==> config.mk <==
export PLATFORM = sky130hd
export DESIGN_NAME = ysyx_22040729_decode_stage_flat
export DESIGN_NICKNAME = d
export VERILOG_FILES = /design/src/rtl/ysyx_22040729_decode_stage_if.sv /design/src/rtl/ysyx_22040729_decode_stage.sv /design/src/flat_wrapper.sv
export SDC_FILE = /design/constraint.sdc
export NUM_CORES = 1
export LEC_CHECK = 0
export BUFFER_PORTS_ARGS = -buffer_cell sky130_fd_sc_hd__buf_2
export CORE_MARGIN = 2
export CORE_UTILIZATION = 58
export DETAILED_ROUTE_END_ITERATION = 8
export PLACE_DENSITY = 0.85
export SYNTH_ARGS = -nofsm -noshare
export SYNTH_HDL_FRONTEND = slang
export SYNTH_SLANG_ARGS = --single-unit
==> constraint.sdc <==
create_clock -name clk -period 3 [get_ports clk]
set_input_delay 0.45 -clock clk [delete_from_list [all_inputs] [get_ports clk]]
set_output_delay 0.45 -clock clk [all_outputs]
set_load 0.1 [all_outputs]
==> src/rtl/ysyx_22040729_decode_stage_if.sv <==
// Handshaked bus between IFU, the decode stage and EXU.
// The master side supplies instructions and sinks the decoded bundle; the slave side is the decode stage.
interface ysyx_22040729_decode_stage_if #(
  parameter int XLEN     = 64,
  parameter int PC_WIDTH = 64
);
  logic                in_valid;
  logic                in_ready;
  logic [PC_WIDTH-1:0] in_pc;
  logic [31:0]         in_inst;

  logic                out_valid;
  logic                out_ready;
  logic [PC_WIDTH-1:0] out_pc;
  logic [4:0]          out_rs1;
  logic [4:0]          out_rs2;
  logic [4:0]          out_rd;
  logic [2:0]          out_funct3;
  logic                out_rf_we;
  logic [2:0]          out_rf_wdata_src;
  logic [1:0]          out_npc_src;
  logic [1:0]          out_alu_model;
  logic                out_alu_len_dw;
  logic                out_alu_src2_ri;
  logic                out_mem_ren;
  logic                out_mem_wen;
  logic                out_muldiv;
  logic                out_csr_en;
  logic                out_ecall;
  logic                out_mret;
  logic                out_illegal;
  logic [XLEN-1:0]     out_imm;

  modport master (
    output in_valid, in_pc, in_inst, out_ready,
    input  in_ready, out_valid, out_pc, out_rs1, out_rs2, out_rd, out_funct3,
           out_rf_we, out_rf_wdata_src, out_npc_src, out_alu_model, out_alu_len_dw,
           out_alu_src2_ri, out_mem_ren, out_mem_wen, out_muldiv, out_csr_en,
           out_ecall, out_mret, out_illegal, out_imm
  );

  modport slave (
    input  in_valid, in_pc, in_inst, out_ready,
    output in_ready, out_valid, out_pc, out_rs1, out_rs2, out_rd, out_funct3,
           out_rf_we, out_rf_wdata_src, out_npc_src, out_alu_model, out_alu_len_dw,
           out_alu_src2_ri, out_mem_ren, out_mem_wen, out_muldiv, out_csr_en,
           out_ecall, out_mret, out_illegal, out_imm
  );
endinterface

==> src/rtl/ysyx_22040729_decode_stage.sv <==
// Registered RV32/RV64 decode stage: decodes {pc, inst} into the EXU control bundle one cycle later.
// A one-entry skid register keeps in_ready purely registered (it never depends on out_ready).
module ysyx_22040729_decode_stage #(
  parameter int XLEN     = 64,
  parameter int ENABLE_M = 1,
  parameter int PC_WIDTH = 64
) (
  input  logic clk,
  input  logic rst,
  input  logic flush,
  ysyx_22040729_decode_stage_if.slave bus
);

  typedef enum logic [4:0] {
    OPC_LOAD      = 5'b00000,
    OPC_MISC_MEM  = 5'b00011,
    OPC_OP_IMM    = 5'b00100,
    OPC_AUIPC     = 5'b00101,
    OPC_OP_IMM_32 = 5'b00110,
    OPC_STORE     = 5'b01000,
    OPC_OP        = 5'b01100,
    OPC_LUI       = 5'b01101,
    OPC_OP_32     = 5'b01110,
    OPC_BRANCH    = 5'b11000,
    OPC_JALR      = 5'b11001,
    OPC_JAL       = 5'b11011,
    OPC_SYSTEM    = 5'b11100
  } opcode_e;

  typedef struct packed {
    logic [PC_WIDTH-1:0] pc;
    logic [4:0]          rs1;
    logic [4:0]          rs2;
    logic [4:0]          rd;
    logic [2:0]          funct3;
    logic                rf_we;
    logic [2:0]          rf_wdata_src;
    logic [1:0]          npc_src;
    logic [1:0]          alu_model;
    logic                alu_len_dw;
    logic                alu_src2_ri;
    logic                mem_ren;
    logic                mem_wen;
    logic                muldiv;
    logic                csr_en;
    logic                ecall;
    logic                mret;
    logic                illegal;
    logic [XLEN-1:0]     imm;
  } bundle_t;

  logic [31:0]        inst;
  opcode_e            opcode;
  logic signed [31:0] imm_i32, imm_s32, imm_b32, imm_u32, imm_j32;
  logic [XLEN-1:0]    imm_i, imm_s, imm_b, imm_u, imm_j;
  logic               known, is_m, wide_bad, m_bad, sys_bad;
  bundle_t            dec;

  bundle_t out_q, skid_q;
  logic    out_valid_q, skid_valid_q;
  logic    accept;

  assign inst   = bus.in_inst;
  assign opcode = opcode_e'(inst[6:2]);

  // Immediates are formed at 32 bits then sign-extended to XLEN by the signed size cast.
  assign imm_i32 = {{20{inst[31]}}, inst[31:20]};
  assign imm_s32 = {{20{inst[31]}}, inst[31:25], inst[11:7]};
  assign imm_b32 = {{19{inst[31]}}, inst[31], inst[7], inst[30:25], inst[11:8], 1'b0};
  assign imm_u32 = {inst[31:12], 12'b0};
  assign imm_j32 = {{11{inst[31]}}, inst[31], inst[19:12], inst[20], inst[30:21], 1'b0};
  assign imm_i   = XLEN'(imm_i32);
  assign imm_s   = XLEN'(imm_s32);
  assign imm_b   = XLEN'(imm_b32);
  assign imm_u   = XLEN'(imm_u32);
  assign imm_j   = XLEN'(imm_j32);

  assign is_m     = (inst[31:25] == 7'b0000001);
  assign wide_bad = (XLEN == 32) && (opcode == OPC_OP_IMM_32 || opcode == OPC_OP_32);
  assign m_bad    = (ENABLE_M == 0) && is_m && (opcode == OPC_OP || opcode == OPC_OP_32);
  assign sys_bad  = (opcode == OPC_SYSTEM) && (inst[14:12] == 3'd0) &&
                    (inst != 32'h0000_0073) && (inst != 32'h3020_0073);

  always_comb begin
    dec        = '0;
    known      = 1'b1;
    dec.pc     = bus.in_pc;
    dec.rs1    = inst[19:15];
    dec.rs2    = inst[24:20];
    dec.rd     = inst[11:7];
    dec.funct3 = inst[14:12];
    dec.ecall  = (inst == 32'h0000_0073);
    dec.mret   = (inst == 32'h3020_0073);
    case (opcode)
      OPC_LUI:    begin dec.rf_we = 1'b1; dec.rf_wdata_src = 3'd2; dec.imm = imm_u; end
      OPC_AUIPC:  begin dec.rf_we = 1'b1; dec.rf_wdata_src = 3'd3; dec.imm = imm_u; end
      OPC_JAL:    begin dec.rf_we = 1'b1; dec.npc_src = 2'd1; dec.imm = imm_j; end
      OPC_JALR: begin
        dec.rf_we = 1'b1; dec.npc_src = 2'd2; dec.alu_src2_ri = 1'b1; dec.imm = imm_i;
      end
      OPC_BRANCH: begin dec.npc_src = 2'd3; dec.alu_model = 2'd3; dec.imm = imm_b; end
      OPC_LOAD: begin
        dec.rf_we = 1'b1; dec.mem_ren = 1'b1; dec.rf_wdata_src = 3'd1;
        dec.alu_src2_ri = 1'b1; dec.imm = imm_i;
      end
      OPC_STORE:  begin dec.mem_wen = 1'b1; dec.alu_src2_ri = 1'b1; dec.imm = imm_s; end
      OPC_OP_IMM, OPC_OP_IMM_32: begin
        dec.rf_we = 1'b1; dec.alu_model = 2'd2; dec.alu_src2_ri = 1'b1; dec.imm = imm_i;
        dec.alu_len_dw = (opcode == OPC_OP_IMM_32);
      end
      OPC_OP, OPC_OP_32: begin
        dec.rf_we = 1'b1; dec.alu_model = 2'd1; dec.muldiv = is_m;
        dec.alu_len_dw = (opcode == OPC_OP_32);
      end
      OPC_SYSTEM: begin
        dec.rf_we = 1'b1; dec.alu_src2_ri = 1'b1; dec.rf_wdata_src = 3'd4; dec.imm = imm_i;
        dec.csr_en = (inst[14:12] != 3'd0);
      end
      OPC_MISC_MEM: dec.imm = imm_i;
      default:      known = 1'b0;
    endcase
    dec.illegal = (inst[1:0] != 2'b11) || !known || wide_bad || m_bad || sys_bad;
    if (XLEN == 32) dec.alu_len_dw = 1'b0;
    // An illegal bundle still flows to EXU for trapping, but must have no architectural side effects.
    if (dec.illegal) begin
      dec.rf_we   = 1'b0;
      dec.mem_ren = 1'b0;
      dec.mem_wen = 1'b0;
      dec.muldiv  = 1'b0;
      dec.csr_en  = 1'b0;
    end
  end

  assign bus.in_ready = !skid_valid_q;
  assign accept       = bus.in_valid && !skid_valid_q;

  // Output slot frees when empty or draining; the skid entry always refills it before new input.
  always_ff @(posedge clk) begin
    if (rst) begin
      out_q        <= '0;
      skid_q       <= '0;
      out_valid_q  <= 1'b0;
      skid_valid_q <= 1'b0;
    end else if (flush) begin
      out_valid_q  <= 1'b0;
      skid_valid_q <= 1'b0;
    end else if (!out_valid_q || bus.out_ready) begin
      if (skid_valid_q) begin
        out_q        <= skid_q;
        out_valid_q  <= 1'b1;
        skid_valid_q <= 1'b0;
      end else if (accept) begin
        out_q       <= dec;
        out_valid_q <= 1'b1;
      end else begin
        out_valid_q <= 1'b0;
      end
    end else if (accept) begin
      skid_q       <= dec;
      skid_valid_q <= 1'b1;
    end
  end

  assign bus.out_valid        = out_valid_q;
  assign bus.out_pc           = out_q.pc;
  assign bus.out_rs1          = out_q.rs1;
  assign bus.out_rs2          = out_q.rs2;
  assign bus.out_rd           = out_q.rd;
  assign bus.out_funct3       = out_q.funct3;
  assign bus.out_rf_we        = out_q.rf_we;
  assign bus.out_rf_wdata_src = out_q.rf_wdata_src;
  assign bus.out_npc_src      = out_q.npc_src;
  assign bus.out_alu_model    = out_q.alu_model;
  assign bus.out_alu_len_dw   = out_q.alu_len_dw;
  assign bus.out_alu_src2_ri  = out_q.alu_src2_ri;
  assign bus.out_mem_ren      = out_q.mem_ren;
  assign bus.out_mem_wen      = out_q.mem_wen;
  assign bus.out_muldiv       = out_q.muldiv;
  assign bus.out_csr_en       = out_q.csr_en;
  assign bus.out_ecall        = out_q.ecall;
  assign bus.out_mret         = out_q.mret;
  assign bus.out_illegal      = out_q.illegal;
  assign bus.out_imm          = out_q.imm;

endmodule

==> src/flat_wrapper.sv <==
// flat-port wrapper written by rule: the top's interface ports become plain ports
module ysyx_22040729_decode_stage_flat 
#(
  parameter int XLEN     = 64,
  parameter int ENABLE_M = 1,
  parameter int PC_WIDTH = 64
)
  (clk, rst, flush, bus_in_valid, bus_in_pc, bus_in_inst, bus_out_ready, bus_in_ready, bus_out_valid, bus_out_pc, bus_out_rs1, bus_out_rs2, bus_out_rd, bus_out_funct3, bus_out_rf_we, bus_out_rf_wdata_src, bus_out_npc_src, bus_out_alu_model, bus_out_alu_len_dw, bus_out_alu_src2_ri, bus_out_mem_ren, bus_out_mem_wen, bus_out_muldiv, bus_out_csr_en, bus_out_ecall, bus_out_mret, bus_out_illegal, bus_out_imm);
  ysyx_22040729_decode_stage_if #(.XLEN(XLEN), .PC_WIDTH(PC_WIDTH)) bus_i ();
  input  logic clk;
  input  logic rst;
  input  logic flush;
  input wire logic [$bits(bus_i.in_valid)-1:0] bus_in_valid;
  input wire logic [$bits(bus_i.in_pc)-1:0] bus_in_pc;
  input wire logic [$bits(bus_i.in_inst)-1:0] bus_in_inst;
  input wire logic [$bits(bus_i.out_ready)-1:0] bus_out_ready;
  output wire logic [$bits(bus_i.in_ready)-1:0] bus_in_ready;
  output wire logic [$bits(bus_i.out_valid)-1:0] bus_out_valid;
  output wire logic [$bits(bus_i.out_pc)-1:0] bus_out_pc;
  output wire logic [$bits(bus_i.out_rs1)-1:0] bus_out_rs1;
  output wire logic [$bits(bus_i.out_rs2)-1:0] bus_out_rs2;
  output wire logic [$bits(bus_i.out_rd)-1:0] bus_out_rd;
  output wire logic [$bits(bus_i.out_funct3)-1:0] bus_out_funct3;
  output wire logic [$bits(bus_i.out_rf_we)-1:0] bus_out_rf_we;
  output wire logic [$bits(bus_i.out_rf_wdata_src)-1:0] bus_out_rf_wdata_src;
  output wire logic [$bits(bus_i.out_npc_src)-1:0] bus_out_npc_src;
  output wire logic [$bits(bus_i.out_alu_model)-1:0] bus_out_alu_model;
  output wire logic [$bits(bus_i.out_alu_len_dw)-1:0] bus_out_alu_len_dw;
  output wire logic [$bits(bus_i.out_alu_src2_ri)-1:0] bus_out_alu_src2_ri;
  output wire logic [$bits(bus_i.out_mem_ren)-1:0] bus_out_mem_ren;
  output wire logic [$bits(bus_i.out_mem_wen)-1:0] bus_out_mem_wen;
  output wire logic [$bits(bus_i.out_muldiv)-1:0] bus_out_muldiv;
  output wire logic [$bits(bus_i.out_csr_en)-1:0] bus_out_csr_en;
  output wire logic [$bits(bus_i.out_ecall)-1:0] bus_out_ecall;
  output wire logic [$bits(bus_i.out_mret)-1:0] bus_out_mret;
  output wire logic [$bits(bus_i.out_illegal)-1:0] bus_out_illegal;
  output wire logic [$bits(bus_i.out_imm)-1:0] bus_out_imm;
  assign bus_i.in_valid = bus_in_valid;
  assign bus_i.in_pc = bus_in_pc;
  assign bus_i.in_inst = bus_in_inst;
  assign bus_i.out_ready = bus_out_ready;
  assign bus_in_ready = bus_i.in_ready;
  assign bus_out_valid = bus_i.out_valid;
  assign bus_out_pc = bus_i.out_pc;
  assign bus_out_rs1 = bus_i.out_rs1;
  assign bus_out_rs2 = bus_i.out_rs2;
  assign bus_out_rd = bus_i.out_rd;
  assign bus_out_funct3 = bus_i.out_funct3;
  assign bus_out_rf_we = bus_i.out_rf_we;
  assign bus_out_rf_wdata_src = bus_i.out_rf_wdata_src;
  assign bus_out_npc_src = bus_i.out_npc_src;
  assign bus_out_alu_model = bus_i.out_alu_model;
  assign bus_out_alu_len_dw = bus_i.out_alu_len_dw;
  assign bus_out_alu_src2_ri = bus_i.out_alu_src2_ri;
  assign bus_out_mem_ren = bus_i.out_mem_ren;
  assign bus_out_mem_wen = bus_i.out_mem_wen;
  assign bus_out_muldiv = bus_i.out_muldiv;
  assign bus_out_csr_en = bus_i.out_csr_en;
  assign bus_out_ecall = bus_i.out_ecall;
  assign bus_out_mret = bus_i.out_mret;
  assign bus_out_illegal = bus_i.out_illegal;
  assign bus_out_imm = bus_i.out_imm;
  ysyx_22040729_decode_stage #(.XLEN(XLEN), .ENABLE_M(ENABLE_M), .PC_WIDTH(PC_WIDTH)) u_core (.clk(clk), .rst(rst), .flush(flush), .bus(bus_i));
endmodule
==> results of run 1 <==
## sequential cells by signal, indices dropped and copies added (netlist names), 2 cells and up
register	cells
u_core.bus.out_alu_model	2
u_core.bus.out_funct3	3
u_core.bus.out_imm	32
u_core.bus.out_npc_src	2
u_core.bus.out_pc	64
u_core.bus.out_rd	5
u_core.bus.out_rf_wdata_src	3
u_core.bus.out_rs1	5
u_core.bus.out_rs2	5
u_core.skid_q	131
## tightest hold or removal path: stages
cell and delay, ns:
buf_2 0.10, nand2_1 0.05, a21oi_1 0.05
## metrics by stage
stage          cell area [um^2]  cells  hold slack, ns  power [mW]  util (%)
2_1_floorplan             11540   1356          0.4173       5.227         -
3_3_place_gp              12640   1752          0.4366       5.496     64.74
3_5_place_dp              12640   1752          0.4428       5.522     64.74
4_1_cts                   13500   1798          0.1606       8.752     69.13
5_1_grt                   13500   1800          0.1719       8.980     69.16
6_report                  13500   1800          0.1729       8.703     69.16
## worst max-delay path by stage
stage,to,depth (start not counted),startpoint
2_1_floorplan,bus_out_imm[32],1,u_core.bus.out_imm[62]$_SDFFE_PP0P_
3_3_place_gp,u_core.bus.out_imm[21]$_SDFFE_PP0P_,6,bus_in_inst[4]
3_5_place_dp,u_core.bus.out_imm[21]$_SDFFE_PP0P_,6,bus_in_inst[4]
4_1_cts,bus_out_imm[56],1,u_core.bus.out_imm[62]$_SDFFE_PP0P_
5_1_grt,bus_out_imm[55],1,u_core.bus.out_imm[62]$_SDFFE_PP0P_
6_report,bus_out_imm[42],1,u_core.bus.out_imm[62]$_SDFFE_PP0P_
## cell families (layout without fill, tap and decap cells)
logic type             Yosys count  after routing  synth area share, %
multiplexers                    85             85                7.371
other                            0              2                    0
AO/OA/AOI/OAI                  334            334                19.90
flip-flops                     264            264                45.78
AND/OR/NAND/NOR                516            516                19.89
buffers and inverters          157            334                7.056
## report_power, final
group          internal [mW]  switching, mW  leakage (nW)
clock network           1.93           1.32         0.424
logic                  0.307           1.45          2.54
registers               3.63         0.0683          2.15
total                   5.86           2.84          5.11
## layout by cell type (no fill, tap or decap), types with 3 or more instances in the layout
cell type | synthesis | layout
nor2b_1 | 3 | 3
inv_1 | 5 | 5
nand2b_1 | 3 | 3
buf_4 | 36 | 14
clkbuf_16 | 0 | 27
a2111oi_2 | 4 | 4
nor3_1 | 46 | 45
buf_12 | 0 | 5
buf_2 | 42 | 263
a31oi_1 | 10 | 10
nand3_1 | 15 | 15
mux2i_1 | 85 | 85
o211ai_1 | 18 | 18
a211oi_1 | 115 | 115
nor4_1 | 10 | 10
nor3_2 | 4 | 3
clkbuf_1 | 60 | 7
clkbuf_8 | 0 | 9
clkinv_2 | 0 | 3
o21ai_0 | 31 | 31
a221oi_2 | 11 | 11
nand2_1 | 233 | 233
nor2_1 | 155 | 155
and2_1 | 8 | 8
a21oi_1 | 118 | 118
nor2_2 | 4 | 4
and3_1 | 11 | 11
dfxtp_1 | 264 | 263
## cell usage after synthesis (2+ instances only)
library cell,n
nor4_1,10
o21ai_1,2
nand2b_1,3
buf_2,42
a221oi_2,11
nor3_1,46
and2_1,8
o211ai_1,18
nand3_1,15
nor2_2,4
nor4_2,2
a2111oi_2,4
o21ai_0,31
buf_1,9
a21oi_1,118
or3_1,3
and3_1,11
buf_6,5
a22oi_1,2
dfxtp_1,264
nor3_2,4
nor2b_1,3
inv_1,5
mux2i_1,85
o2bb2ai_1,2
nor2_1,155
a31o_1,2
clkbuf_1,60
nand2_1,233
a211oi_2,2
buf_4,36
and3b_1,2
a211oi_1,115
a311oi_1,2
a31oi_1,10
## per-layer routing
| metal | share of wire, % | vias up |
|---|---|---|
| met5 | 0 | - |
| met2 | 48 | 395 |
| li1 | - | 5070 |
| met1 | 41 | 4792 |
| met4 | 3.8 | 0 |
| met3 | 7.4 | 80 |
## final cells by class
cell class | instances | area share [%]
Timing Repair Buffer | 283 | 11.37
Clock buffer | 42 | 6.013
Inverter | 5 | 0.1390
Clock inverter | 4 | 0.3335
Sequential cell | 264 | 39.16
Tap cell | 265 | 2.455
Antenna cell | 2 | 0.03706
Multi-Input combinational cell | 935 | 40.49
==> impl_metrics.py, run 1 <==
metrics = {
    "global_route": {
        "met1_usage_pct": 35.54,
        "track_usage_pct": 27.48,
        "antenna_found_initial": 2,
        "use_met2_pct": 45.45,
        "grt_pass1_wl_mm": 49.07,
        "gr-max-usage-layer": "met2",
        "overflow": 0,
        "grt_max_degree": 127,
        "gr-usage-met3_pct": 5.063,
        "grt_pass1_vias": 9829,
    },
    "worst_setup_path": {
        "critPathCaptureType": "primary output",
        "reg2reg_slack_ns": 0.68,
        "path_buf_inv": 1,
        "worstPathMaxFanout": 34,
        "path_cells": "buf_2",
        "crit_type": "flip-flop to primary output",
        "crit_path_start_kind": "flip-flop",
        "r2r-end": "u_core.bus.out_imm[6]$_SDFFE_PP0P_",
        "cp.arrival_ns": 1.92,
        "crit_required_ns": 2.55,
        "cpPeakStageDelay_ns": 0.82,
        "cp_slowest_cell": "dfxtp_1",
        "reg2reg_depth": 5,
        "crit_family": "flip-flops",
        "r2r_start": "u_core.bus.out_valid$_SDFFE_PP0P_",
    },
    "timing": {
        "clock.fmax_mhz": 422.4,
        "maxSlewHeadroom_pct": 25.57,
        "slew_violations": 0,
        "tightest_slew_ns": 1.110,
        "clock_skew_ns": 0.02360,
        "hold_violations": 0,
        "setup_tns_ns": 0,
        "period_needed_ns": 2.368,
        "finalSetupViolCount": 0,
        "finalCritPeriodShare_pct": 78.92,
        "timing.final.ws_setup_ns": 0.6324,
        "rsz0062_at_grt": "false",
    },
    "floorplanning": {
        "ios": 266,
        "die_area_um2": 21050,
        "rows": 51,
        "start_util_pct": 59.12,
        "die_w_um": 145.1,
        "core-area_um2": 19530,
        "die_y_um": 145.1,
    },
    "cts": {
        "clock_sinks": 264,
        "clk_pin_slew_ns": 0.06,
        "cts_max_level": 1,
        "clock-root-buffer": "clkbuf_16",
        "cts_resized": 0,
        "postCtsSetupBuffers": 0,
        "clk_path_buf_depth": 3,
        "cts_tree": "built",
        "numCtsBuffers": 27,
        "hold_buffers": 0,
        "insertion_delay_ns": 0.53,
    },
    "routing": {
        "wirelength_mm": 29.99,
        "ant_nets": 0,
        "wire_per_inst_um": 16.66,
        "num_vias": 10337,
        "avgViaCountPerCell": 5.743,
        "first_pass_iters": 5,
        "drtIter0Drc": 861,
        "route.detailed.drc": 0,
    },
    "cells_and_area": {
        "multi_input_area_um2": 5468,
        "final_net_count": 1617,
        "area_delta_synth_final_pct": 16.98,
        "drive_above_1_share_pct": 24.07,
        "seq_area_um2": 5289,
        "fill_cells": 1568,
    },
    "placed_design": {
        "dp_hpwl_mm": 19.18,
        "place_worst_setup_slack_ns": 0.3425,
        "gp_congestion": 0.9005,
        "portBuffers": 265,
    },
    "logic_synthesis": {
        "synth-main-ff-cell": "dfxtp_1",
        "synth_edf_count": 0,
        "synthArstFlopShare_pct": 0,
        "yosysSeqAreaShare_pct": 45.78,
        "synth_top_area_cell": "dfxtp_1",
        "yosys_warnings": 0,
        "syn_inst": 1356,
        "synth.cell_area_um2": 11540,
        "yosys.area.top_type_share_pct": 45.78,
        "synth.distinct_cells": 67,
        "syn_avg_cell_area_um2": 8.513,
        "synthesis.nets": 1457,
        "synth-seq-cells": 264,
        "synth_area_leaders": "dfxtp_1, nand2_1, a211oi_1, mux2i_1, a21oi_1",
    },
    "outcome": {
        "outcome": "completed",
    },
    "power_and_ir_drop": {
        "leakage_nw": 5.115,
        "max-vdd-ir-drop_mv": 0.4324,
        "power.density_nw_per_um2": 644.5,
    },
    "min_path": {
        "min_from": "bus_in_pc[61]",
        "min_delay_path_depth": 3,
        "whs_endpoint": "u_core.skid_q[160]$_SDFFE_PP0P_",
        "hp-class": "input pin to flip-flop",
    },
    "run": {
        "cap_violations": 0,
    },
}
Power figures use the tool's default switching activity.
==> run 2, diff against run 1 <==
--- a/config.mk
+++ b/config.mk
@@ -7,9 +7,9 @@
 export LEC_CHECK = 0
 export BUFFER_PORTS_ARGS = -buffer_cell sky130_fd_sc_hd__buf_2
 export CORE_MARGIN = 2
-export CORE_UTILIZATION = 58
+export CORE_UTILIZATION = 49
 export DETAILED_ROUTE_END_ITERATION = 8
-export PLACE_DENSITY = 0.85
+export PLACE_DENSITY = 0.76
 export SYNTH_ARGS = -nofsm -noshare
 export SYNTH_HDL_FRONTEND = slang
 export SYNTH_SLANG_ARGS = --single-unit
==> constraint.sdc (replaced) <==
create_clock -name clk -period 1.9 [get_ports clk]
set_input_delay 0.285 -clock clk [delete_from_list [all_inputs] [get_ports clk]]
set_output_delay 0.285 -clock clk [all_outputs]
set_load 0.1 [all_outputs]
==> impl_metrics.py, run 2 (same netlist as run 1, synthesis figures left out) <==
metrics = {
    "cells_and_area": {
        "multi_input_area_um2": 5468,
        "seq_area_um2": 5296,
        "top_register": "u_core.skid_q",
        "layout_common_cells": "dfxtp_1, nand2_1, buf_2, nor2_1, a21oi_1",
        "layout_commonest_cell": "dfxtp_1",
        "largest_reg_flops": 131,
        "drive_above_1_share_pct": 26.03,
        "fin_util_pct": 63.96,
        "fill_cells": 1917,
        "final_net_count": 1730,
        "area_delta_synth_final_pct": 29.29,
    },
    "routing": {
        "first_pass_iters": 5,
        "avgViaCountPerCell": 5.461,
        "route.detailed.drc": 0,
        "wirelength_mm": 33.22,
        "wire_per_inst_um": 16.85,
        "num_vias": 10769,
        "ant_nets": 0,
        "drtIter0Drc": 710,
    },
    "cts": {
        "cts_tree": "built",
        "clk_pin_slew_ns": 0.06,
        "clock-root-buffer": "clkbuf_16",
        "clk_path_buf_depth": 3,
        "numCtsBuffers": 29,
        "cts_max_level": 1,
        "insertion_delay_ns": 0.55,
        "clock_sinks": 264,
    },
    "global_route": {
        "track_usage_pct": 25.31,
        "grt_pass1_wl_mm": 51.34,
        "grt_pass1_vias": 9926,
        "overflow": 0,
        "grt_max_degree": 119,
        "antenna_found_initial": 0,
    },
    "power_and_ir_drop": {
        "leakage_nw": 5.717,
        "pwr-share-clk_pct": 38.2,
        "internal-power_mw": 9.569,
        "power.density_nw_per_um2": 958.2,
        "max-vdd-ir-drop_mv": 0.6923,
        "p_sw_mw": 4.732,
        "p_seq_share_pct": 40.8,
        "swShare_pct": 33.09,
        "p_comb_share_pct": 21.0,
    },
    "worst_setup_path": {
        "reg2reg_depth": 5,
        "path_buf_inv": 1,
        "cp.depth": 5,
        "cp.arrival_ns": 2.30,
        "worstPathMaxFanout": 118,
        "crit_type": "flip-flop to flip-flop",
        "path_cells": "nor2_2 > nor3_4 > clkbuf_16 > nor2_1 > a211oi_1",
        "cpPeakStageDelay_ns": 0.44,
        "crit_required_ns": 2.34,
        "cp_slowest_cell": "clkbuf_16",
        "crit_path_start_kind": "flip-flop",
        "critPathCaptureType": "flip-flop",
        "crit_family": "simple AND/OR/NAND/NOR gates",
    },
    "timing": {
        "setup_tns_ns": 0,
        "tightest_slew_ns": 0.6908,
        "period_needed_ns": 1.861,
        "timing.final.ws_setup_ns": 0.03883,
        "maxSlewHeadroom_pct": 53.95,
        "clock_skew_ns": 0.008825,
        "hold_violations": 0,
        "rsz0062_at_grt": "true",
        "clock.fmax_mhz": 537.3,
        "hold_slack_ns": 0.01551,
        "finalSetupViolCount": 0,
        "slew_violations": 0,
        "finalCritPeriodShare_pct": 97.96,
    },
    "floorplanning": {
        "core-area_um2": 23330,
        "die_area_um2": 24800,
        "start_util_pct": 49.47,
        "die_y_um": 157.5,
        "die_w_um": 157.5,
        "rows": 56,
        "ios": 266,
    },
    "run": {
        "cap_violations": 0,
    },
    "placed_design": {
        "place_worst_setup_slack_ns": -0.05746,
        "portBuffers": 265,
        "gp_congestion": 0.9059,
        "dp_hpwl_mm": 20.58,
    },
    "outcome": {
        "outcome": "completed",
    },
    "min_path": {
        "min_delay_path_depth": 3,
        "hp-class": "input pin to flip-flop",
    },
}
-- run 2: worst min-delay path: cells and delay by family --
kind	cells	cell delay, ns
compound gates	1	0.05
buf+inv	1	0.11
simple gates	1	0.06
-- run 2: layer usage --
metal  vias to the layer above  part of all wire, %  GRT usage, %
li1                       5302                    -             -
met1                      5001                   42         32.36
met2                       396                   49         43.00
met3                        70                  6.4         4.102
met4                         0                  3.2         9.394
met5                         -                    0             0
-- run 2: worst paths after layout --
check	from	endpoint	slack, ns
max reg2reg	u_core.skid_valid_q$_SDFFE_PP0P_	u_core.bus.out_pc[40]$_SDFFE_PP0P_	0.04
min reg2reg	u_core.skid_q[70]$_SDFFE_PP0P_	u_core.skid_q[70]$_SDFFE_PP0P_	0.45
max	u_core.skid_valid_q$_SDFFE_PP0P_	u_core.bus.out_pc[40]$_SDFFE_PP0P_	0.04
min	bus_in_pc[9]	u_core.skid_q[108]$_SDFFE_PP0P_	0.02
-- run 2: metrics by stage --
step / std cells / power (mW) / area, um^2
after floorplan: 1356 / 8.251 / 11550
after global placement: 1850 / 8.775 / 13170
after detailed placement: 1850 / 8.803 / 13170
after CTS: 1969 / 14.32 / 14820
after global routing: 1971 / 14.77 / 14920
final: 1972 / 14.30 / 14920
-- run 2: area by class of cell --
type	instances	share of cell area (%)
repair buffers	394	18.81
well taps	319	2.674
flip-flops and latches	264	35.49
clock buffers	40	5.542
inverters	5	0.1258
multi-input cells	935	36.64
diodes	1	0.01677
clock inverters	14	0.7042
-- run 2: repair_timing --
action,CTS,global route
setup buffers,0,2
resized for setup,5,35
hold buffers,63,0
endpoints found under the setup margin,34,37
endpoints found under the hold margin,63,0
cloned,2,0
-- run 2: power by group through the flow --
stage	clock [mW]	sequential, mW	combinational [mW]
floorplan	0	7.20	1.05
global placement	0	5.95	2.83
detailed placement	0	5.96	2.85
CTS	5.53	5.84	2.96
global route	5.78	5.86	3.13
finish	5.46	5.84	3.00
==> run 3, diff against run 2 <==
--- a/config.mk
+++ b/config.mk
@@ -9,7 +9,7 @@
 export CORE_MARGIN = 2
 export CORE_UTILIZATION = 49
 export DETAILED_ROUTE_END_ITERATION = 8
-export PLACE_DENSITY = 0.76
+export PLACE_DENSITY = 0.79
 export SYNTH_ARGS = -nofsm -noshare
 export SYNTH_HDL_FRONTEND = slang
 export SYNTH_SLANG_ARGS = --single-unit
==> impl_metrics.py, run 3 (same netlist as run 1, synthesis figures left out) <==
metrics = {
    "cts": {
        "insertion_delay_ns": 0.54,
        "cts_tree": "built",
        "numCtsBuffers": 28,
        "cts_max_level": 1,
        "postCtsSetupBuffers": 0,
        "clk_pin_slew_ns": 0.06,
        "clk_path_buf_depth": 3,
        "clock-root-buffer": "clkbuf_16",
        "clock_sinks": 264,
    },
    "placed_design": {
        "dp_hpwl_mm": 20.53,
        "place_worst_setup_slack_ns": -0.3885,
        "place_area_um2": 13250,
        "gp_congestion": 0.9743,
        "portBuffers": 265,
    },
    "cells_and_area": {
        "fin_util_pct": 63.75,
        "area_delta_synth_final_pct": 28.86,
        "final_net_count": 1736,
        "layout_commonest_cell": "dfxtp_1",
        "largest_reg_flops": 131,
        "layout_common_cells": "dfxtp_1, nand2_1, buf_2, nor2_1, a21oi_1",
        "stdcell_area_um2": 14880,
        "top_register": "u_core.skid_q",
        "drive_above_1_share_pct": 26.47,
    },
    "run": {
        "cap_violations": 0,
    },
    "timing": {
        "slew_violations": 0,
        "period_needed_ns": 1.854,
        "clock.fmax_mhz": 539.4,
        "clock_skew_ns": 0.01295,
        "maxSlewHeadroom_pct": 51.40,
        "finalCritPeriodShare_pct": 97.58,
        "finalSetupViolCount": 0,
        "hold_slack_ns": 0.008440,
        "tightest_slew_ns": 0.7289,
        "timing.final.ws_setup_ns": 0.04607,
        "hold_violations": 0,
    },
    "power_and_ir_drop": {
        "max-vdd-ir-drop_mv": 0.6427,
        "power.density_nw_per_um2": 952.3,
        "leakage_nw": 5.710,
    },
    "global_route": {
        "grt_pass1_wl_mm": 50.95,
        "overflow": 0,
        "grt_pass1_vias": 10020,
        "antenna_found_initial": 3,
        "grt_max_degree": 120,
        "track_usage_pct": 25.04,
    },
    "routing": {
        "wirelength_mm": 33.25,
        "first_pass_iters": 5,
        "num_vias": 10947,
        "route.detailed.drc": 0,
        "wire_per_inst_um": 16.82,
        "ant_nets": 0,
        "drtIter0Drc": 945,
        "avgViaCountPerCell": 5.537,
    },
    "floorplanning": {
        "die_w_um": 157.5,
        "core-area_um2": 23330,
        "rows": 56,
        "ios": 266,
        "die_y_um": 157.5,
        "start_util_pct": 49.47,
        "die_area_um2": 24800,
    },
    "min_path": {
        "hp-class": "input pin to flip-flop",
    },
    "worst_setup_path": {
        "crit_type": "flip-flop to primary output",
        "crit_path_start_kind": "flip-flop",
        "cp.arrival_ns": 1.57,
        "critPathCaptureType": "primary output",
        "worstPathMaxFanout": 31,
        "crit_required_ns": 1.62,
    },
    "outcome": {
        "outcome": "completed",
    },
}
run 3: cell count changes in the layout (fill, tap and decap cells not counted), sizes merged:
cell and change:
clkbuf -24, inv -1, buf +43, bufinv -1, bufbuf -2, diode +2
clkinv -7, dlygate4sd3 -7, clkinvlp +2
run 3: worst paths after layout:
kind | from | to | slack (ns) | cells past startpoint
worst max register to register | u_core.bus.out_valid$_SDFFE_PP0P_ | u_core.bus.out_pc[46]$_SDFFE_PP0P_ | 0.08 | 6
worst max-delay path | u_core.skid_valid_q$_SDFFE_PP0P_ | bus_in_ready | 0.05 | 4
worst min-delay path | bus_in_pc[13] | u_core.skid_q[112]$_SDFFE_PP0P_ | 0.008 | 3
worst min register to register | u_core.skid_q[73]$_SDFFE_PP0P_ | u_core.skid_q[73]$_SDFFE_PP0P_ | 0.45 | 2
run 3: worst max-delay path, stage by stage, from the launching register on:
cell	delay (ns)
dfxtp_4	0.35
buf_4	0.14
inv_1	0.10
buf_12	0.21
buf_8	0.22
run 3: timing repair:
item	in CTS	in global routing
gates resized for setup	33	13
endpoints found under the setup margin	46	64
cloned	0	1
hold buffers	56	0
hold endpoints to repair	56	0
run 3: power breakdown:
part / total, mW / switching [mW] / internal, mW
Clock: 5.30 / 2.21 / 3.09
Sequential: 5.84 / 0.110 / 5.73
Combinational: 3.02 / 2.35 / 0.672
run 3: through the flow:
step                instances  power, mW   TNS [ns]
floorplan                1356      8.251          0
detailed placement       1867      8.815     -6.768
global placement         1867      8.782     -4.468
global route             1976      14.64  -0.002441
finish                   1977      14.17          0
CTS                      1973      14.20    -0.6449
run 3: routing by layer:
metal  part of all wire [%]  global-route usage, %  routed length (um)  vias to the layer above
li1                       -                      -                   -                     5299
met1                     42                  30.92               13840                     5173
met2                     48                  43.27               16130                      394
met3                    6.3                  4.433                2083                       81
met4                    3.6                  9.913                1202                        0
met5                      0                      0                   0                        -
run 3: area by class of cell:
cell class | instances | area, um^2
Antenna cell | 3 | 7.507
Inverter | 5 | 18.77
Timing Repair Buffer | 401 | 2779
Multi-Input combinational cell | 935 | 5474
Sequential cell | 264 | 5296
Tap cell | 319 | 399.1
Fill cell | 1932 | 8457
Clock inverter | 7 | 42.54
Clock buffer | 43 | 858.3
